<file path="src/rtl/fpu_pkg.sv">
// fpu_pkg: shared FPU opcodes, half-precision constants and tag sizing helper.
package fpu_pkg;
  localparam logic OP_ADD = 1'b0;
  localparam logic OP_MUL = 1'b1;
  localparam int FP16_WIDTH = 16;
  localparam logic [15:0] FP16_ZERO = 16'h0000;
  localparam logic [15:0] FP16_ONE  = 16'h3C00;
  localparam logic [15:0] FP16_INF  = 16'h7C00;
  function automatic int tag_width(input int n);
    return (n < 2) ? 1 : $clog2(n);
  endfunction
endpackage

</file>
<file path="src/rtl/fpu_rr_scheduler_rr_arbiter.sv">
// rr_arbiter: combinational round-robin pick starting one past last_grant.
module rr_arbiter
  import fpu_pkg::*;
#(
  parameter int N = 4,
  localparam int TW = tag_width(N)
) (
  input  logic [N-1:0]  eligible_i,
  input  logic [TW-1:0] last_grant_i,
  output logic [N-1:0]  grant_o,
  output logic [TW-1:0] grant_idx_o,
  output logic          valid_o
);
  logic [TW-1:0] j;
  always_comb begin
    grant_o = '0;
    grant_idx_o = '0;
    valid_o = 1'b0;
    j = '0;
    for (int k = 1; k <= N; k++) begin
      j = TW'((int'(last_grant_i) + k) % N);
      if (!valid_o && eligible_i[j]) begin
        grant_o[j] = 1'b1;
        grant_idx_o = j;
        valid_o = 1'b1;
      end
    end
  end
endmodule

</file>
<file path="src/rtl/fpu_rr_scheduler.sv">
// fpu_rr_scheduler: shares one pipelined FPU among N_REQ requesters,
// round-robin issue with a tag pipeline routing each result back to its owner.
module fpu_rr_scheduler
  import fpu_pkg::*;
#(
  parameter int N_REQ = 4,
  parameter int DATA_WIDTH = FP16_WIDTH,
  parameter int FPU_LATENCY = 1
) (
  input  logic                        clk,
  input  logic                        reset,
  input  logic [N_REQ-1:0]            req_valid,
  output logic [N_REQ-1:0]            req_ready,
  input  logic [N_REQ-1:0]            req_op,
  input  logic [N_REQ*DATA_WIDTH-1:0] req_a,
  input  logic [N_REQ*DATA_WIDTH-1:0] req_b,
  output logic [N_REQ-1:0]            rsp_valid,
  output logic [DATA_WIDTH-1:0]       rsp_data,
  output logic                        fpu_en,
  output logic                        fpu_dec,
  output logic [DATA_WIDTH-1:0]       fpu_a,
  output logic [DATA_WIDTH-1:0]       fpu_b,
  input  logic [DATA_WIDTH-1:0]       fpu_result,
  output logic                        fpu_rst,
  output logic                        busy,
  output logic [15:0]                 issue_count
);
  localparam int TW = tag_width(N_REQ);
  localparam int NS = FPU_LATENCY + 1;

  logic [N_REQ-1:0]          eligible, grant, outstanding_q, outstanding_d, rsp_valid_q, rsp_valid_d;
  logic [TW-1:0]             grant_idx, last_grant_q;
  logic                      grant_any, hs;
  logic [NS-1:0]             tag_v_q;
  logic [NS-1:0][TW-1:0]     tag_q;
  logic [DATA_WIDTH-1:0]     rsp_data_q, fpu_a_q, fpu_b_q;
  logic                      fpu_en_q, fpu_dec_q, busy_q;
  logic [15:0]               issue_count_q;

  assign eligible = req_valid & ~outstanding_q;

  rr_arbiter #(.N(N_REQ)) u_arb (
    .eligible_i   (eligible),
    .last_grant_i (last_grant_q),
    .grant_o      (grant),
    .grant_idx_o  (grant_idx),
    .valid_o      (grant_any)
  );

  // Gate with reset so no handshake can be offered while the state is held cleared.
  assign req_ready = reset ? grant : '0;
  assign hs = grant_any & reset;

  // A requester stays blocked through its own rsp cycle; the bit clears at its end.
  assign outstanding_d = (outstanding_q & ~rsp_valid_q) | (hs ? grant : '0);
  assign rsp_valid_d = tag_v_q[NS-1] ? (N_REQ'(1) << tag_q[NS-1]) : '0;

  always_ff @(posedge clk or negedge reset) begin
    if (!reset) begin
      outstanding_q <= '0;
      last_grant_q  <= TW'(N_REQ - 1);
      tag_v_q       <= '0;
      tag_q         <= '0;
      rsp_valid_q   <= '0;
      rsp_data_q    <= '0;
      fpu_en_q      <= 1'b0;
      fpu_dec_q     <= OP_ADD;
      fpu_a_q       <= '0;
      fpu_b_q       <= '0;
      busy_q        <= 1'b0;
      issue_count_q <= '0;
    end else begin
      outstanding_q <= outstanding_d;
      busy_q        <= |outstanding_d;
      fpu_en_q      <= hs;
      tag_v_q       <= {tag_v_q[NS-2:0], hs};
      tag_q         <= {tag_q[NS-2:0], grant_idx};
      rsp_valid_q   <= rsp_valid_d;
      if (tag_v_q[NS-1]) rsp_data_q <= fpu_result;
      if (hs) begin
        last_grant_q  <= grant_idx;
        issue_count_q <= issue_count_q + 16'd1;
        fpu_dec_q     <= req_op[grant_idx];
        fpu_a_q       <= req_a[grant_idx*DATA_WIDTH +: DATA_WIDTH];
        fpu_b_q       <= req_b[grant_idx*DATA_WIDTH +: DATA_WIDTH];
      end
    end
  end

  assign rsp_valid   = rsp_valid_q;
  assign rsp_data    = rsp_data_q;
  assign fpu_en      = fpu_en_q;
  assign fpu_dec     = fpu_dec_q;
  assign fpu_a       = fpu_a_q;
  assign fpu_b       = fpu_b_q;
  assign fpu_rst     = ~reset;
  assign busy        = busy_q;
  assign issue_count = issue_count_q;
endmodule

</file>
<file path="config.mk">
export PLATFORM = sky130hd
export DESIGN_NAME = fpu_rr_scheduler
export DESIGN_NICKNAME = d
export VERILOG_FILES = /design/src/rtl/fpu_pkg.sv /design/src/rtl/fpu_rr_scheduler_rr_arbiter.sv /design/src/rtl/fpu_rr_scheduler.sv
export SDC_FILE = /design/constraint.sdc
export NUM_CORES = 1
export LEC_CHECK = 0
export BUFFER_PORTS_ARGS = -buffer_cell sky130_fd_sc_hd__clkbuf_2
export CORE_MARGIN = 8
export CORE_UTILIZATION = 34
export CTS_BUF_LIST = sky130_fd_sc_hd__clkbuf_4 sky130_fd_sc_hd__clkbuf_8
export DETAILED_ROUTE_END_ITERATION = 8
export GPL_ROUTABILITY_DRIVEN = 0
export RECOVER_POWER = 50
export SETUP_SLACK_MARGIN = 0.3
export SYNTH_ARGS = -nofsm -noshare
export SYNTH_HDL_FRONTEND = slang
export SYNTH_HIERARCHICAL = 1
export SYNTH_SLANG_ARGS = --single-unit
</file>
<file path="constraint.sdc">
create_clock -name clk -period 5.5 [get_ports clk]
set_input_delay 0.275 -clock clk [delete_from_list [all_inputs] [get_ports clk]]
set_output_delay 0.275 -clock clk [all_outputs]
set_load 0.1 [all_outputs]
</file>
==> flow_metrics.py <==
metrics = {
    "grt": {
        "grt_overflow": 0,
        "use_met1_pct": 18.9,
        "grt_pass1_wl_mm": 20.7,
        "use_met2_pct": 25.2,
        "grt_use_met3_pct": 5.15,
        "antenna_found_initial": 0,
        "grt_max_degree": 48,
        "grt_pass1_vias": 4100,
        "track_usage_pct": 15.4,
        "top_usage_layer": "met2",
    },
    "hold_path": {
        "hp-class": "in -> reg",
    },
    "detailed_routing": {
        "drt_first_pass_iters": 4,
        "via_per_inst": 4.81,
        "drt_iter0_drc": 170,
        "num_vias": 3824,
        "detail-route-antenna-nets": 0,
        "drc": 0,
        "avgRoutedWirePerCell_um": 16.7,
        "wl_mm": 13.3,
    },
    "synthesis": {
        "async_reset_ff_share_pct": 100,
        "yosysSeqAreaShare_pct": 45.8,
        "ys_warn_count": 6,
        "synth_area_sq_um": 4480,
        "synth_edf_count": 0,
        "avgSynthCellArea_sq_um": 11.4,
        "synthCells": 393,
        "synth_flop_cell": "dfrtp_1",
        "ys_seq_elements": 82,
        "synth.distinct_cells": 50,
        "syn_nets": 556,
    },
    "setup_path": {
        "critical_path_class": "reg -> reg",
        "critPathMaxFanout": 19,
        "endpoint_kind": "flop",
        "start_kind": "flop",
        "critPathRequiredTime_ps": 5740,
        "cp.arrival_ps": 3910,
    },
    "cts": {
        "ctsRootBufferMaster": "clkbuf_8",
        "htreeDepth": 3,
        "cts_tree": "yes",
        "cts_setup_buffers": 0,
        "cts.clk_slew.worst_paths_ps": 90,
        "cts_made_buffers": 9,
        "cts.sink_count": 82,
        "clk_latency_ps": 350,
        "clk_path_buf_depth": 2,
    },
    "placement": {
        "place.port_buffers": 229,
        "dp_cells": 779,
        "dp_hpwl_mm": 10.3,
    },
    "sta": {
        "hold_violations": 0,
        "finalSetupViolCount": 0,
        "finalMaxSlewViolations": 0,
        "slew_headroom_pct": 18.3,
        "finalCriticalPeriod_ps": 3670,
        "rsz0062_at_grt": "no",
        "tightestPinTransition_ps": 1230,
        "finalCritPeriodShare_pct": 66.8,
        "tns_ps": 0,
        "fmax_mhz": 272,
        "fin_skew_ps": 9.31,
        "hold_ws_ps": 152,
    },
    "floorplanning": {
        "die-area_sq_um": 17100,
        "die_h_um": 131,
        "ioPinCount": 230,
        "core_sq_um": 13100,
        "die_w_um": 131,
        "initial_core_util_pct": 34.3,
        "num_rows": 42,
    },
    "final_layout": {
        "diodes": 0,
        "layout.nets": 778,
        "utilization_pct": 44.6,
        "layout.cells.non_filler": 795,
        "drive_above_1_share_pct": 41.8,
        "area_delta_synth_final_pct": 30.1,
    },
    "flow_run": {
        "maxCapViolCount": 0,
    },
    "run_status": {
        "status": "finished, final reports clean",
    },
}
through the flow:
step                setup slack [ps]  area [sq um]
finish                          1830          5830
global route                    1470          5830
CTS                             1790          5900
detailed placement              1800          5700
global placement                1940          5700
floorplan                       2650          4480
cell type report:
| class | instances | area (sq um) |
|---|---|---|
| fill | 1293 | 7250 |
| multi-input combinational | 279 | 2210 |
| sequential | 82 | 2050 |
| timing repair buffer | 233 | 1110 |
| tap | 176 | 220 |
| clock buffer | 11 | 145 |
| clock inverter | 4 | 52.6 |
| inverter | 10 | 37.5 |
worst max-delay path: stages, from the launching register on:
cell     delay [ps]
dfrtp_1         380
nor2b_1         540
or3b_1          410
o21ai_1          80
a21oi_1          90
o22ai_2         280
o31a_2          640
buf_4           450
mux4_2          550
nand2_1          80
nand2_1          60
cell usage in the layout, fill, tap and decap left out, types with 8 or more instances in the layout:
cell type    n
clkbuf_1    56
clkbuf_2   172
clkbuf_8    10
dfrtp_1     80
ha_1         9
inv_1        8
mux2_2      16
mux4_2      34
nand2_1    129
nor2_1       9
xnor2_1     12
Yosys cell counts (3+ instances only):
master | n | area, sq um
buf_12 | 3 | 60.1
nor2b_1 | 5 | 31.3
inv_1 | 8 | 30.0
mux2_2 | 16 | 180
buf_2 | 10 | 50.1
dfrtp_1 | 80 | 2000
buf_6 | 4 | 45.0
nand4_1 | 6 | 37.5
xor2_1 | 3 | 26.3
nor2_1 | 9 | 33.8
nand2_1 | 129 | 484
and2_1 | 4 | 25.0
ha_1 | 9 | 113
xnor2_1 | 12 | 105
nand3_1 | 4 | 20.0
clkbuf_1 | 3 | 11.3
a221o_1 | 4 | 40.0
o21ai_1 | 7 | 35.0
mux4_2 | 34 | 766
worst paths after layout:
check,startpoint,end,slack (ps),cells after the start
min in group asynchronous,reset,issue_count[13]$_DFFE_PN0N_,450,2
worst max register to register,outstanding_q[2]$_DFF_PN0_,fpu_b[12]$_DFFE_PN0N_,1830,10
max in group asynchronous,reset,last_grant_q[1]$_DFFE_PN1N_,4060,3
worst max-delay path,outstanding_q[2]$_DFF_PN0_,fpu_b[12]$_DFFE_PN0N_,1830,10
worst min register to register,tag_q[0]$_DFF_PN0_,tag_q[2]$_DFF_PN0_,350,0
worst min-delay path,fpu_result[3],rsp_data[3]$_DFFE_PN0P_,150,2
logic make-up (layout without fill, tap and decap cells):
family                   count (synthesis)  after routing  share of synthesized area [%]
adder cells (fa/ha/maj)                  9              9                           2.51
flip-flops                              82             82                           45.8
AO/OA/AOI/OAI                           28             28                           5.00
XOR/XNOR                                15             15                           2.93
AND/OR/NAND/NOR                        174            174                           16.9
buffers and inverters                   32            258                           4.83
multiplexers                            53             53                           22.0
flip-flops by register name, summed over array words and instances (netlist names), 2 cells and up:
name           count
fpu_b             16
outstanding_q      4
tag_q              4
rsp_valid          4
fpu_a             16
rsp_data          16
tag_v_q            2
last_grant_q       2
issue_count       16
what timing repair did:
| action | in CTS | in global routing |
|---|---|---|
| hold buffers | 1 | 0 |
| resized for setup | 0 | 0 |
| hold endpoints to repair | 41 | 0 |
metal layers:
layer	vias up	part of all wire [%]
li1	1806	-
met1	1821	41
met2	190	48
met3	7	10
met4	0	0.60
met5	-	0
Power is not shown: default switching activity piles up to over one toggle a cycle in this logic, so the estimate is an artifact.
